[config.mk]
export PLATFORM = sky130hd
export DESIGN_NAME = time_set_ctrl
export DESIGN_NICKNAME = d
export VERILOG_FILES = /design/src/rtl/time_set_ctrl.sv
export SDC_FILE = /design/constraint.sdc
export NUM_CORES = 1
export LEC_CHECK = 0
export ABC_AREA = 1
export CORE_ASPECT_RATIO = 0.75
export CORE_UTILIZATION = 29
export CTS_BUF_LIST = sky130_fd_sc_hd__clkbuf_8
export DETAILED_ROUTE_END_ITERATION = 8
export PLACE_DENSITY = 0.53
export SLEW_MARGIN = 0
export SYNTH_ARGS = -nofsm -noshare
export SYNTH_HDL_FRONTEND = slang
export SYNTH_SLANG_ARGS = --single-unit
[constraint.sdc]
create_clock -name clk -period 2.5 [get_ports clk]
set_clock_uncertainty 0.05 [all_clocks]
set_input_delay 0.75 -clock clk [delete_from_list [all_inputs] [get_ports clk]]
set_output_delay 0.75 -clock clk [all_outputs]
set_load 0.1 [all_outputs]
[src/rtl/time_set_ctrl.sv]
// time_set_ctrl: front-panel controller for the millennium clock.
// Generates the 1 Hz counter-chain enable and blink phase, steps the set-mode
// field selector on MODE presses, and turns UP/DOWN levels into single-cycle
// auto-repeating adjust strobes.
module time_set_ctrl #(
    parameter int unsigned CLK_HZ     = 1000,
    parameter int unsigned TIMEOUT_S  = 10,
    parameter int unsigned HOLD_CYC   = 500,
    parameter int unsigned REPEAT_CYC = 200
) (
    input  logic       clk,
    input  logic       rst_n,
    input  logic       btn_mode,
    input  logic       btn_up,
    input  logic       btn_down,
    output logic       en_1,
    output logic [2:0] select_item,
    output logic       up,
    output logic       down,
    output logic       setting,
    output logic       blink
);

    localparam int unsigned PRE_W    = (CLK_HZ > 1) ? $clog2(CLK_HZ) : 1;
    localparam int unsigned IDLE_W   = (TIMEOUT_S > 0) ? $clog2(TIMEOUT_S + 1) : 1;
    localparam int unsigned HOLD_MAX = (HOLD_CYC > REPEAT_CYC) ? HOLD_CYC : REPEAT_CYC;
    localparam int unsigned HOLD_W   = (HOLD_MAX > 0) ? $clog2(HOLD_MAX + 1) : 1;

    // Bit positions inside the sampled button vector
    localparam int unsigned BI_MODE = 2;
    localparam int unsigned BI_UP   = 1;
    localparam int unsigned BI_DN   = 0;

    typedef enum logic [2:0] {
        ST_RUN  = 3'd0,
        ST_MIN  = 3'd1,
        ST_HOUR = 3'd2,
        ST_DAY  = 3'd3,
        ST_MON  = 3'd4,
        ST_YEAR = 3'd5
    } state_t;

    logic [PRE_W-1:0]  pre_cnt;
    logic [PRE_W-1:0]  pre_nxt_c;
    logic [2:0]        btn_q;
    logic [2:0]        btn_prev;
    logic [2:0]        rise_c;
    logic              mode_rise_c;
    logic              up_rise_c;
    logic              dn_rise_c;
    logic              any_rise_c;
    logic              both_c;
    logic              timeout_c;
    logic              hold_run_c;
    logic              hold_fire_c;
    state_t            state;
    state_t            adv_c;
    logic [IDLE_W-1:0] idle_cnt;
    logic [HOLD_W-1:0] hold_cnt;
    logic              rep_phase;
    logic              act_up;
    logic              act_dn;

    // The state register is the field selector itself
    assign select_item = state;

    // Shared decode: prescaler successor, button edges, timeout, repeat timing
    always_comb begin
        pre_nxt_c   = '0;
        rise_c      = '0;
        mode_rise_c = 1'b0;
        up_rise_c   = 1'b0;
        dn_rise_c   = 1'b0;
        any_rise_c  = 1'b0;
        both_c      = 1'b0;
        timeout_c   = 1'b0;
        hold_run_c  = 1'b0;
        hold_fire_c = 1'b0;
        adv_c       = ST_RUN;

        if (pre_cnt != PRE_W'(CLK_HZ - 1)) begin
            pre_nxt_c = pre_cnt + PRE_W'(1);
        end

        rise_c      = btn_q & ~btn_prev;
        mode_rise_c = rise_c[BI_MODE];
        up_rise_c   = rise_c[BI_UP];
        dn_rise_c   = rise_c[BI_DN];
        any_rise_c  = |rise_c;
        both_c      = btn_q[BI_UP] & btn_q[BI_DN];

        // A button edge counts as activity and overrides an expiring timeout
        timeout_c = (state != ST_RUN) && (idle_cnt == IDLE_W'(TIMEOUT_S)) && !any_rise_c;

        hold_run_c  = (act_up && btn_q[BI_UP]) || (act_dn && btn_q[BI_DN]);
        hold_fire_c = rep_phase ? (hold_cnt == HOLD_W'(REPEAT_CYC - 1))
                                : (hold_cnt == HOLD_W'(HOLD_CYC - 1));

        case (state)
            ST_RUN:  adv_c = ST_MIN;
            ST_MIN:  adv_c = ST_HOUR;
            ST_HOUR: adv_c = ST_DAY;
            ST_DAY:  adv_c = ST_MON;
            ST_MON:  adv_c = ST_YEAR;
            default: adv_c = ST_RUN;
        endcase
    end

    // Prescaler with registered 1 Hz enable and blink phase
    always_ff @(posedge clk) begin
        if (!rst_n) begin
            pre_cnt <= '0;
            en_1    <= 1'b0;
            blink   <= 1'b1;
        end else begin
            pre_cnt <= pre_nxt_c;
            en_1    <= (pre_nxt_c == PRE_W'(CLK_HZ - 1));
            blink   <= (pre_nxt_c < PRE_W'(CLK_HZ / 2));
        end
    end

    // Button sampling and previous-value registers for edge detection
    always_ff @(posedge clk) begin
        if (!rst_n) begin
            btn_q    <= '0;
            btn_prev <= '0;
        end else begin
            btn_q    <= {btn_mode, btn_up, btn_down};
            btn_prev <= btn_q;
        end
    end

    // Set-mode FSM: MODE steps through the fields, timeout falls back to RUN
    always_ff @(posedge clk) begin
        if (!rst_n) begin
            state   <= ST_RUN;
            setting <= 1'b0;
        end else if (mode_rise_c) begin
            state   <= adv_c;
            setting <= (adv_c != ST_RUN);
        end else if (timeout_c) begin
            state   <= ST_RUN;
            setting <= 1'b0;
        end
    end

    // Idle-seconds counter, counted only while a field is selected
    always_ff @(posedge clk) begin
        if (!rst_n) begin
            idle_cnt <= '0;
        end else if ((state == ST_RUN) || any_rise_c || timeout_c) begin
            idle_cnt <= '0;
        end else if (en_1 && (idle_cnt != IDLE_W'(TIMEOUT_S))) begin
            idle_cnt <= idle_cnt + IDLE_W'(1);
        end
    end

    // Adjust strobes: one on the press, then hold delay, then fixed-rate repeat
    always_ff @(posedge clk) begin
        if (!rst_n) begin
            up        <= 1'b0;
            down      <= 1'b0;
            act_up    <= 1'b0;
            act_dn    <= 1'b0;
            rep_phase <= 1'b0;
            hold_cnt  <= '0;
        end else begin
            up   <= 1'b0;
            down <= 1'b0;
            if ((state == ST_RUN) || mode_rise_c || timeout_c || both_c) begin
                // A held button must be released and pressed again after this
                act_up    <= 1'b0;
                act_dn    <= 1'b0;
                rep_phase <= 1'b0;
                hold_cnt  <= '0;
            end else if (up_rise_c) begin
                up        <= 1'b1;
                act_up    <= 1'b1;
                act_dn    <= 1'b0;
                rep_phase <= 1'b0;
                hold_cnt  <= '0;
            end else if (dn_rise_c) begin
                down      <= 1'b1;
                act_up    <= 1'b0;
                act_dn    <= 1'b1;
                rep_phase <= 1'b0;
                hold_cnt  <= '0;
            end else if (hold_run_c) begin
                if (hold_fire_c) begin
                    up        <= act_up;
                    down      <= act_dn;
                    rep_phase <= 1'b1;
                    hold_cnt  <= '0;
                end else begin
                    hold_cnt  <= hold_cnt + HOLD_W'(1);
                end
            end else begin
                act_up    <= 1'b0;
                act_dn    <= 1'b0;
                rep_phase <= 1'b0;
                hold_cnt  <= '0;
            end
        end
    end

endmodule

; ---- Word level (Yosys, flattened, before mapping)
; Index checks and enable logic that the tools add are counted.
[totals]
wordCells = 75
input_bits = 5
reg_bits = 40
output_inout_bits = 8
[classes]
n_lt_le_gt_ge = 1
n_eq_ne = 12
n_addsub = 3
muxes = 18
n_bitwise = 5
n_reduce_logical = 22
[ops]
columns = op, count
row1 = case mux 3 bit (5 select lines), 1
row2 = two-way mux 1 bit, 14
row3 = adder 10 x 1 -> 10 bit (second input constant), 1
row4 = equality test 10 bit (second input constant), 1
row5 = < comparator 10 x 9 -> 1 bit (second input constant), 1
row6 = two-way mux 10 bit, 1
row7 = inequality test 10 bit (second input constant), 1
row8 = adder 9 x 1 -> 9 bit (second input constant), 1
row9 = equality test 9 x 8 -> 1 bit (second input constant), 1
row10 = equality test 9 bit (second input constant), 1
row11 = equality test 3 x 2 -> 1 bit (second input constant), 2
row12 = logical OR 1 bit, 6
row13 = two-way mux 3 bit, 2
row14 = nonzero test 3 bit, 2
row15 = OR reduction 3 bit, 2
row16 = OR reduction 6 bit, 1
row17 = logical AND 1 bit, 5
row18 = OR reduction 5 bit, 1
row19 = adder 4 x 1 -> 4 bit (second input constant), 1
row20 = equality test 4 bit (second input constant), 1
row21 = inequality test 4 bit (second input constant), 1
row22 = OR reduction 2 bit, 2
row23 = AND 3 bit, 1
row24 = equality test 3 x 1 -> 1 bit (second input constant), 1
row25 = 9 further kinds, 10

; ---- Logic depth before layout (Yosys ltp)
; Gate-level depths: netlist of the first run.
[depth]
depth_word = 8
depth_mapped = 11
ltp_nobuf = 11

; ---- Worst setup path after synthesis of the first run
; OpenSTA, ideal clock, no wires.
[synth_timing]
path_kind = register to register
start = register state[2], in the netlist select_item[2]
end = register setting
setup_slack_ns = 0.541
stages_incl_launch_ff = 10
synth_period_minus_slack_ns = 1.959
arrival_ns = 1.786
required_time_ns = 2.327
setup_ns = 0.123
n_path_buf = 0
path_cell_list = dfxtp_1 inv_1 nand2_1 nand2_2 nor2_2 nand2_2 nand2_1 inv_1 nand2_1 a21oi_1
[synth_via]
elab_chain_cells = 4
word_cells_on_any_way = 12
classes_between = 4 x eq/ne / 2 x mux / 6 x reduce/logical
[synth_rtl]
columns = item, line_no
row1 = "start, declared", 56  ; state_t state;
row2 = "start signal, assigned", 139  ; state <= adv_c;
row3 = equality test 3 bit (tied with other cells), 99  ; case (state)
row4 = case mux 3 bit (5 select lines) or logical AND 1 bit (tied branches), "99, 93"
row5 = nonzero test 3 bit or logical AND 1 bit (tied branches), "140, 93"
row6 = two-way mux 1 bit or nonzero test 2 bit (tied branches), --
row7 = "end signal, assigned", 140  ; setting <= (adv_c != ST_RUN);
row8 = "end, declared", 20  ; output logic setting,
; Several ways; a longest one is shown, not always the timed one.
; A chain may end at the register's enable or synchronous reset.

; ---- Worst setup path in the final report of the first run
[layout_timing]
start = register state[1], in the netlist select_item[1]
end = output select_item[1]
[layout_lines]
columns = item, line_no
row1 = "end, declared", 17  ; output logic [2:0] select_item,
; No word-level cell between the ends.

==> results.json, run 1 <==
{
  "vdd_ir_drop_max_v": 0.000252,
  "hold_path.class": "flip-flop to flip-flop",
  "seq_power_share": 0.525,
  "setup_slack_ns": 0.627,
  "finalNonFillerCells": 359,
  "syn-num-nets": 270,
  "p_leak_nw": 0.960,
  "fp.dieH_um": 70.6,
  "setup_violations": 0,
  "antennaDiodeCount": 0,
  "cts_tree": "yes",
  "synth.distinct_cells": 23,
  "whs_path_depth": 2,
  "cts_root_buf": "clkbuf_8",
  "period_minus_slack_ns": 1.87,
  "antenna_found_initial": 0,
  "dp.cells": 351,
  "postCtsSetupRepairBufs": 0,
  "maxSlewViolCount": 0,
  "avgViaCountPerCell": 4.24,
  "drc": 0,
  "share_comb_of_total_power": 0.066,
  "path_clk_slew_ns": 0.08,
  "worstSkewPairLatency_ns": 0.28,
  "critPathCaptureType": "output port",
  "die_area_um2": 6590,
  "p_sw_mw": 0.286,
  "pre_cts_slack_ns": 0.321,
  "status": "finished clean",
  "routedWlPerCell_um": 9.33,
  "portBuffers": 12,
  "fp-row-count": 24,
  "cts.path.max_buffers": 2,
  "critPathKind": "flip-flop to output port",
  "ys_warn_count": 0,
  "grt_max_degree": 13,
  "drt-total-wl_um": 3350,
  "grt_setup_unrepaired": "false",
  "num-nets-final": 290,
  "fillers": 628,
  "swShare": 0.228,
  "final_util": 0.361,
  "avgSynthCellArea_um2": 6.99,
  "layout_common_cells": "68 x nand2_1, 47 x inv_1, 40 x dfxtp_1, 37 x nor2_1, 20 x nand3_1",
  "final-seq-area_um2": 801,
  "cts_resized": 0,
  "critPathMaxStageDelay_ns": 0.45,
  "p_int_mw": 0.968,
  "coreArea_um2": 5920,
  "path_cells": "buf_4",
  "vias": 1522,
  "timing.setup.tns_ns": 0,
  "syn_area_um2": 1820,
  "fin_crit_sh": 0.749,
  "power.density_nw_per_um2": 587,
  "synth-seq-cells": 40,
  "drive_gt1_frac": 0.0996,
  "grt_usage": 0.115,
  "first_pass_iters": 5,
  "arrival_ns": 1.07,
  "grt_first_pass_wirelength_um": 5960,
  "ys_seq_area_frac": 0.440,
  "die_width_um": 93.4,
  "num_io_pins": 13,
  "drtAntennaViolNets": 0,
  "postCtsHoldBufs": 0,
  "worst-path-buf-inv": 1,
  "worstMarginPinSlew_ns": 0.349,
  "hold_viol_final": 0,
  "r2r_cells": 8,
  "syn_to_final_growth_pct": 17.4,
  "start_kind": "flip-flop",
  "clock_power_share": 0.408,
  "drtIter0Drc": 39,
  "start_util": 0.307,
  "max_freq_mhz": 534,
  "cp_slowest_cell": "dfxtp_1",
  "mostFrequentLayoutCell": "nand2_1",
  "maxCapViolations": 0,
  "maxSlewHeadroom": 0.766,
  "cts_sinks": 40,
  "grt_overflow": 0,
  "synthCells": 260,
  "grt_pass1_vias": 1368,
  "worstSetupPathDepth": 1,
  "required_ns": 1.70,
  "cp_top_family": "flip-flops",
  "hold_ws_ns": 0.381,
  "place.gp.congestion": 0.828,
  "cts_buffers": 5,
  "cts_max_level": 2,
  "hpwl_um": 2540,
  "critPathMaxFanout": 6,
  "multi_input_area_um2": 837
}
[power by group through the flow]
stage               combinational (mW)  sequential, mW  clock [mW]
detailed placement              0.0834           0.674           0
finish                          0.0829           0.659       0.512
floorplan                       0.0402           0.692           0
global route                    0.0916           0.660       0.553
CTS                             0.0838           0.659       0.525
global placement                0.0832           0.674           0
[worst min-delay path: stages (launching register included)]
cell and delay (ns):
dfxtp_1 0.31, nand2_1 0.05, inv_1 0.03
[cell families after synthesis]
family,synth area share
buf+inv,0.0991
xor+xnor,0.0337
flops,0.440
fa+ha+maj,0.0344
compound gates,0.0509
simple gates,0.341
[metrics by stage]
stage	power [mW]	instance area, µm²
2_1_floorplan	0.733	1820
3_3_place_gp	0.757	2030
3_5_place_dp	0.757	2030
4_1_cts	1.27	2130
5_1_grt	1.30	2130
6_report	1.25	2130
[state kept, by name, summed over array words and instances (netlist names)]
signal and cells:
pre_cnt 10, rep_phase 1, hold_cnt 9, up 1
down 1, act_up 1, btn_q 3, act_dn 1
blink 1, setting 1, btn_prev 3, en_1 1
idle_cnt 4, select_item 3
[synth_stat cells (all sizes together)]
library cell / instances / share of area
clkbuf: 1 / 0.0021
ha: 5 / 0.034
o21bai: 1 / 0.0041
o31ai: 2 / 0.0083
nor3b: 1 / 0.0041
o21ai: 3 / 0.0083
xnor2: 2 / 0.0096
and2: 1 / 0.0034
nor2: 42 / 0.096
nor3: 3 / 0.0083
xor2: 5 / 0.024
nand2: 71 / 0.15
a21oi: 11 / 0.030
inv: 47 / 0.097
or2: 1 / 0.0034
nand4: 3 / 0.010
dfxtp: 40 / 0.44
nand3: 21 / 0.065
[area by class of cell]
| class | instances | share of cell area |
|---|---|---|
| Sequential cell | 40 | 0.375 |
| Clock buffer | 5 | 0.0322 |
| Multi-Input combinational cell | 172 | 0.392 |
| Timing Repair Buffer | 14 | 0.0539 |
| Inverter | 47 | 0.0826 |
| Clock inverter | 3 | 0.0182 |
| Tap cell | 78 | 0.0457 |
[worst paths after layout]
| check | to | slack [ns] | from |
|---|---|---|---|
| max reg2reg | idle_cnt[1] | 0.84 | idle_cnt[0] |
| min reg2reg | btn_prev[2] | 0.38 | btn_q[2] |
| max | select_item[1] | 0.63 | select_item[1] |
| min | btn_prev[2] | 0.38 | btn_q[2] |
[routing by layer]
metal	GRT usage	vias to the layer above	share of wire
li1	-	837	-
met1	0.170	662	0.56
met2	0.157	21	0.39
met3	0.0355	2	0.042
met4	0.0359	0	0.0087
met5	0	-	0
No activity file was read; power rests on OpenSTA's default activity.
==> run 2: changes to the inputs <==
--- a/config.mk
+++ b/config.mk
@@ -10,7 +10,7 @@
 export CORE_UTILIZATION = 29
 export CTS_BUF_LIST = sky130_fd_sc_hd__clkbuf_8
 export DETAILED_ROUTE_END_ITERATION = 8
-export PLACE_DENSITY = 0.53
+export PLACE_DENSITY = 0.55
 export SLEW_MARGIN = 0
 export SYNTH_ARGS = -nofsm -noshare
 export SYNTH_HDL_FRONTEND = slang
==> constraint.sdc (replaced) <==
create_clock -name clk -period 1.65 [get_ports clk]
set_clock_uncertainty 0.05 [all_clocks]
set_input_delay 0.495 -clock clk [delete_from_list [all_inputs] [get_ports clk]]
set_output_delay 0.495 -clock clk [all_outputs]
set_load 0.1 [all_outputs]
==> results.json, run 2 (synthesized netlist as in run 1, its figures left out) <==
{
  "status": "finished clean",
  "rr_startpoint": "pre_cnt[0]",
  "share_comb_of_total_power": 0.075,
  "critPathMaxFanout": 5,
  "clock_power_share": 0.400,
  "start_util": 0.307,
  "path_cells": "ha_1 > nand2_1 > nor2_1 > nand3_2 > nand3_1 > nor2_1 > nand3_1 > nand2_1 > inv_1",
  "drtAntennaViolNets": 0,
  "placed_cell_area_um2": 2180,
  "fin_crit_sh": 0.901,
  "avgViaCountPerCell": 4.13,
  "cts_tree": "yes",
  "critical_path.startpoint": "pre_cnt[0]",
  "place.gp.congestion": 0.786,
  "die_width_um": 93.4,
  "r2r_end": "blink",
  "grt_first_pass_wirelength_um": 5860,
  "min-delay-start": "btn_q[2]",
  "cts_buffers": 5,
  "multi_input_area_um2": 845,
  "num-nets-final": 297,
  "maxCapViolations": 0,
  "seq_power_share": 0.525,
  "cp_slowest_cell": "dfxtp_1",
  "grt_max_degree": 13,
  "antenna_found_initial": 0,
  "fp.dieH_um": 70.6,
  "cts_root_buf": "clkbuf_8",
  "final-seq-area_um2": 808,
  "dp.cells": 358,
  "fillers": 609,
  "fp-row-count": 24,
  "routedWlPerCell_um": 8.93,
  "hpwl_um": 2530,
  "cp_top_family": "simple AND/OR/NAND/NOR gates",
  "hold_end": "btn_prev[2]",
  "max_freq_mhz": 672,
  "maxSlewHeadroom": 0.820,
  "cts_max_level": 2,
  "die_area_um2": 6590,
  "path_clk_slew_ns": 0.08,
  "maxSlewViolCount": 0,
  "grt_usage": 0.112,
  "r2r_setup_slack_ns": 0.16,
  "drtIter0Drc": 34,
  "period_minus_slack_ns": 1.49,
  "syn_to_final_growth_pct": 26.6,
  "drive_gt1_frac": 0.153,
  "critPathKind": "flip-flop to flip-flop",
  "portBuffers": 12,
  "hold_viol_final": 0,
  "power.density_nw_per_um2": 829,
  "worst-path-buf-inv": 1,
  "whs_path_depth": 2,
  "antennaDiodeCount": 0,
  "p_leak_nw": 1.02,
  "layout_common_cells": "68 x nand2_1, 46 x inv_1, 36 x nor2_1, 34 x dfxtp_1, 19 x nand3_1",
  "arrival_ns": 1.62,
  "required_ns": 1.79,
  "setup_violations": 0,
  "drc": 0,
  "worstSkewPairLatency_ns": 0.28,
  "hold_path.class": "flip-flop to flip-flop",
  "regMostFlops": "pre_cnt",
  "grt_pass1_vias": 1368,
  "p_int_mw": 1.48,
  "grt_setup_unrepaired": "false",
  "coreArea_um2": 5920,
  "p_sw_mw": 0.423,
  "top_regs": "pre_cnt (10), hold_cnt (9), idle_cnt (4)",
  "critPathCaptureType": "flip-flop",
  "cts.path.max_buffers": 2,
  "mostFrequentLayoutCell": "nand2_1",
  "grt_overflow": 0,
  "swShare": 0.222,
  "largest_reg_flops": 10,
  "drt-total-wl_um": 3270,
  "vdd_ir_drop_max_v": 0.000466,
  "finalNonFillerCells": 366,
  "cts_sinks": 40,
  "start_kind": "flip-flop",
  "num_io_pins": 13,
  "first_pass_iters": 4,
  "vias": 1513,
  "critPathMaxStageDelay_ns": 0.32,
  "fin_area_um2": 2300,
  "worstMarginPinSlew_ns": 0.267,
  "r2r_cells": 9
}
## run 2: cell count changes in the layout (fill, tap and decap cells not counted), sizes merged
cell / previous run / this run
buf: 10 / 17
## run 2: final cells by class
cell class / count / area share
Sequential cell: 40 / 0.351
Timing Repair Buffer: 21 / 0.116
Tap cell: 78 / 0.0424
Inverter: 47 / 0.0766
Clock buffer: 5 / 0.0299
Multi-Input combinational cell: 172 / 0.367
Clock inverter: 3 / 0.0168
## run 2: how the worst max path moves through the flow
stage | endpoint | slack [ns] | cells after the start
after global routing | blink | 0.01 | 9
after floorplan | setting | 0.05 | 9
final | blink | 0.16 | 9
after global placement | up | -0.09 | 6
after CTS | blink | 0.08 | 9
after detailed placement | up | -0.15 | 6
## run 2: repair_timing
action / 4_1_cts / 5_1_grt
setup buffers: 0 / 0
setup endpoints to repair: 0 / 5
resized for setup: 0 / 5
hold buffers: 0 / 0
## run 2: metrics by stage
step                total power, mW  TNS (ns)  hold WS [ns]  setup slack [ns]   util
floorplan                      1.11         0         0.357            0.0453      -
global placement               1.17     -1.08         0.362           -0.0946  0.369
detailed placement             1.17     -1.62         0.370            -0.145  0.369
CTS                            1.94         0         0.380            0.0840  0.387
global route                   2.00         0         0.420           0.00985  0.389
finish                         1.91         0         0.377             0.163  0.389
## run 2: per-layer routing
layer  track usage  vias up  routed length [µm]
met5             0        -                   0
met4        0.0342        0                  29
met3        0.0366        2                  90
met2         0.158       13                1280
met1         0.161      652                1870
li1              -      846                   -
## run 2: tightest hold or removal path, cell delays in order (launching register included)
cell,delay (ns)
dfxtp_1,0.31
nand2_1,0.05
inv_1,0.03
## run 2: power groups by stage
stage | sequential, mW | combinational (mW) | clock (mW)
after detailed placement | 1.02 | 0.144 | 0
after CTS | 1.00 | 0.144 | 0.799
after global placement | 1.02 | 0.143 | 0
after floorplan | 1.05 | 0.0608 | 0
after global routing | 1.00 | 0.159 | 0.841
final | 1.00 | 0.143 | 0.763
==> run 3: changes to the inputs <==
--- a/config.mk
+++ b/config.mk
@@ -6,7 +6,7 @@
 export NUM_CORES = 1
 export LEC_CHECK = 0
 export ABC_AREA = 1
-export CORE_ASPECT_RATIO = 0.75
+export CORE_ASPECT_RATIO = 1.25
 export CORE_UTILIZATION = 29
 export CTS_BUF_LIST = sky130_fd_sc_hd__clkbuf_8
 export DETAILED_ROUTE_END_ITERATION = 8
==> results.json, run 3 (synthesized netlist as in run 1, its figures left out) <==
{
  "start_kind": "input port",
  "critPathKind": "input port to flip-flop",
  "period_minus_slack_ns": 1.57,
  "syn_to_final_growth_pct": 26.0,
  "r2r_setup_slack_ns": 0.16,
  "routedWlPerCell_um": 9.13,
  "postCtsHoldBufs": 0,
  "final_util": 0.386,
  "die_width_um": 72.8,
  "first_pass_iters": 4,
  "dp.cells": 359,
  "cts_root_buf": "clkbuf_8",
  "grt_max_degree": 14,
  "vias": 1535,
  "path_cells": "clkdlybuf4s50_1 > inv_2 > nor3_1 > and2_1 > nand2_1 > a21oi_1",
  "vdd_ir_drop_max_v": 0.000501,
  "status": "finished clean",
  "cts_max_level": 2,
  "timing.setup.tns_ns": 0,
  "fin_area_um2": 2290,
  "layout_common_cells": "67 x nand2_1, 46 x inv_1, 36 x dfxtp_1, 35 x nor2_1, 19 x nand3_1",
  "grt_setup_unrepaired": "true",
  "grt_pass1_vias": 1502,
  "path_clk_slew_ns": 0.07,
  "coreArea_um2": 5930,
  "grt_first_pass_wirelength_um": 6120,
  "critPathCaptureType": "flip-flop",
  "grt_usage": 0.118,
  "drtIter0Drc": 69,
  "finalNonFillerCells": 367,
  "required_ns": 1.82,
  "max_freq_mhz": 635,
  "fp.dieH_um": 90.5,
  "worstMarginPinSlew_ns": 0.265,
  "antennaDiodeCount": 0,
  "avgViaCountPerCell": 4.18,
  "cts_sinks": 40,
  "arrival_ns": 1.74,
  "portBuffers": 12,
  "grt_overflow": 0,
  "place.gp.congestion": 0.778,
  "cp_slowest_cell": "clkdlybuf4s50_1",
  "top_regs": "pre_cnt (10), hold_cnt (9), idle_cnt (4)",
  "largest_reg_flops": 10,
  "die_area_um2": 6590,
  "num_io_pins": 13,
  "drc": 0,
  "cts_tree": "yes",
  "power.density_nw_per_um2": 842,
  "maxSlewViolCount": 0,
  "maxCapViolations": 0,
  "hold_path.class": "flip-flop to flip-flop",
  "num-nets-final": 294,
  "fp-row-count": 31,
  "cts_buffers": 5,
  "antenna_found_initial": 0,
  "hpwl_um": 2520,
  "drive_gt1_frac": 0.144,
  "setup_violations": 0,
  "drtAntennaViolNets": 0,
  "cts.path.max_buffers": 2,
  "critPathMaxStageDelay_ns": 0.62,
  "hold_viol_final": 0,
  "postCtsSetupRepairBufs": 0,
  "start_util": 0.306,
  "p_total_mw": 1.93,
  "fin_crit_sh": 0.954,
  "maxSlewHeadroom": 0.823,
  "mostFrequentLayoutCell": "nand2_1",
  "critPathMaxFanout": 6,
  "drt-total-wl_um": 3350,
  "worstSkewPairLatency_ns": 0.29,
  "p_leak_nw": 1.00,
  "placed_cell_area_um2": 2170,
  "regMostFlops": "pre_cnt"
}
run 3: cell count changes in the layout (fill, tap and decap cells not counted):
cell | before | now
nor2_2 | 5 | 6
dfxtp_1 | 34 | 36
dfxtp_2 | 6 | 4
clkinvlp_4 | 0 | 1
nand2_2 | 3 | 4
nand2_1 | 68 | 67
buf_4 | 9 | 6
nor2_1 | 36 | 35
inv_2 | 2 | 1
run 3: worst paths after layout:
kind,from,end,cells after the start
worst min register to register,btn_q[2],btn_prev[2],2
worst max register to register,idle_cnt[0],idle_cnt[1],8
worst max-delay path,rst_n,up,6
worst min-delay path,btn_q[2],btn_prev[2],2
run 3: timing repair:
item | CTS | global route
endpoints found under the hold margin | 0 | 0
endpoints found under the setup margin | 0 | 4
resized for setup | 0 | 4
run 3: final cells by class:
cell class | count | area [µm²]
fillers | 623 | 3640
multi-input cells | 172 | 850
flip-flops and latches | 40 | 806
repair buffers | 18 | 245
inverters | 47 | 176
well taps | 82 | 103
clock buffers | 5 | 68.8
clock inverters | 3 | 42.5
run 3: layer usage:
metal / global-route usage / vias up / share of wire
li1: - / 839 / -
met1: 0.139 / 668 / 0.46
met2: 0.197 / 22 / 0.48
met3: 0.0346 / 6 / 0.037
met4: 0.0490 / 0 / 0.017
met5: 0 / - / 0
run 3: power by group:
part           leakage (nW)  internal (mW)  switching [mW]  total [mW]
sequential            0.326          0.983          0.0167        1.00
clock                0.0541          0.447           0.339       0.786
combinational         0.624         0.0565          0.0856       0.142
run 3: worst max-delay path, delay by kind of cell:
kind | cells | cell delay [ns]
and+or+nand+nor | 3 | 0.44
AOI/OAI and AO/OA | 1 | 0.13
buffers and inverters | 2 | 0.68
run 3: per-stage QoR:
stage | hold WS [ns] | setup slack [ns]
finish | 0.379 | 0.0759
global route | 0.420 | -0.0623
CTS | 0.384 | 0.0362
detailed placement | 0.372 | -0.171
global placement | 0.365 | -0.132
floorplan | 0.357 | 0.0453
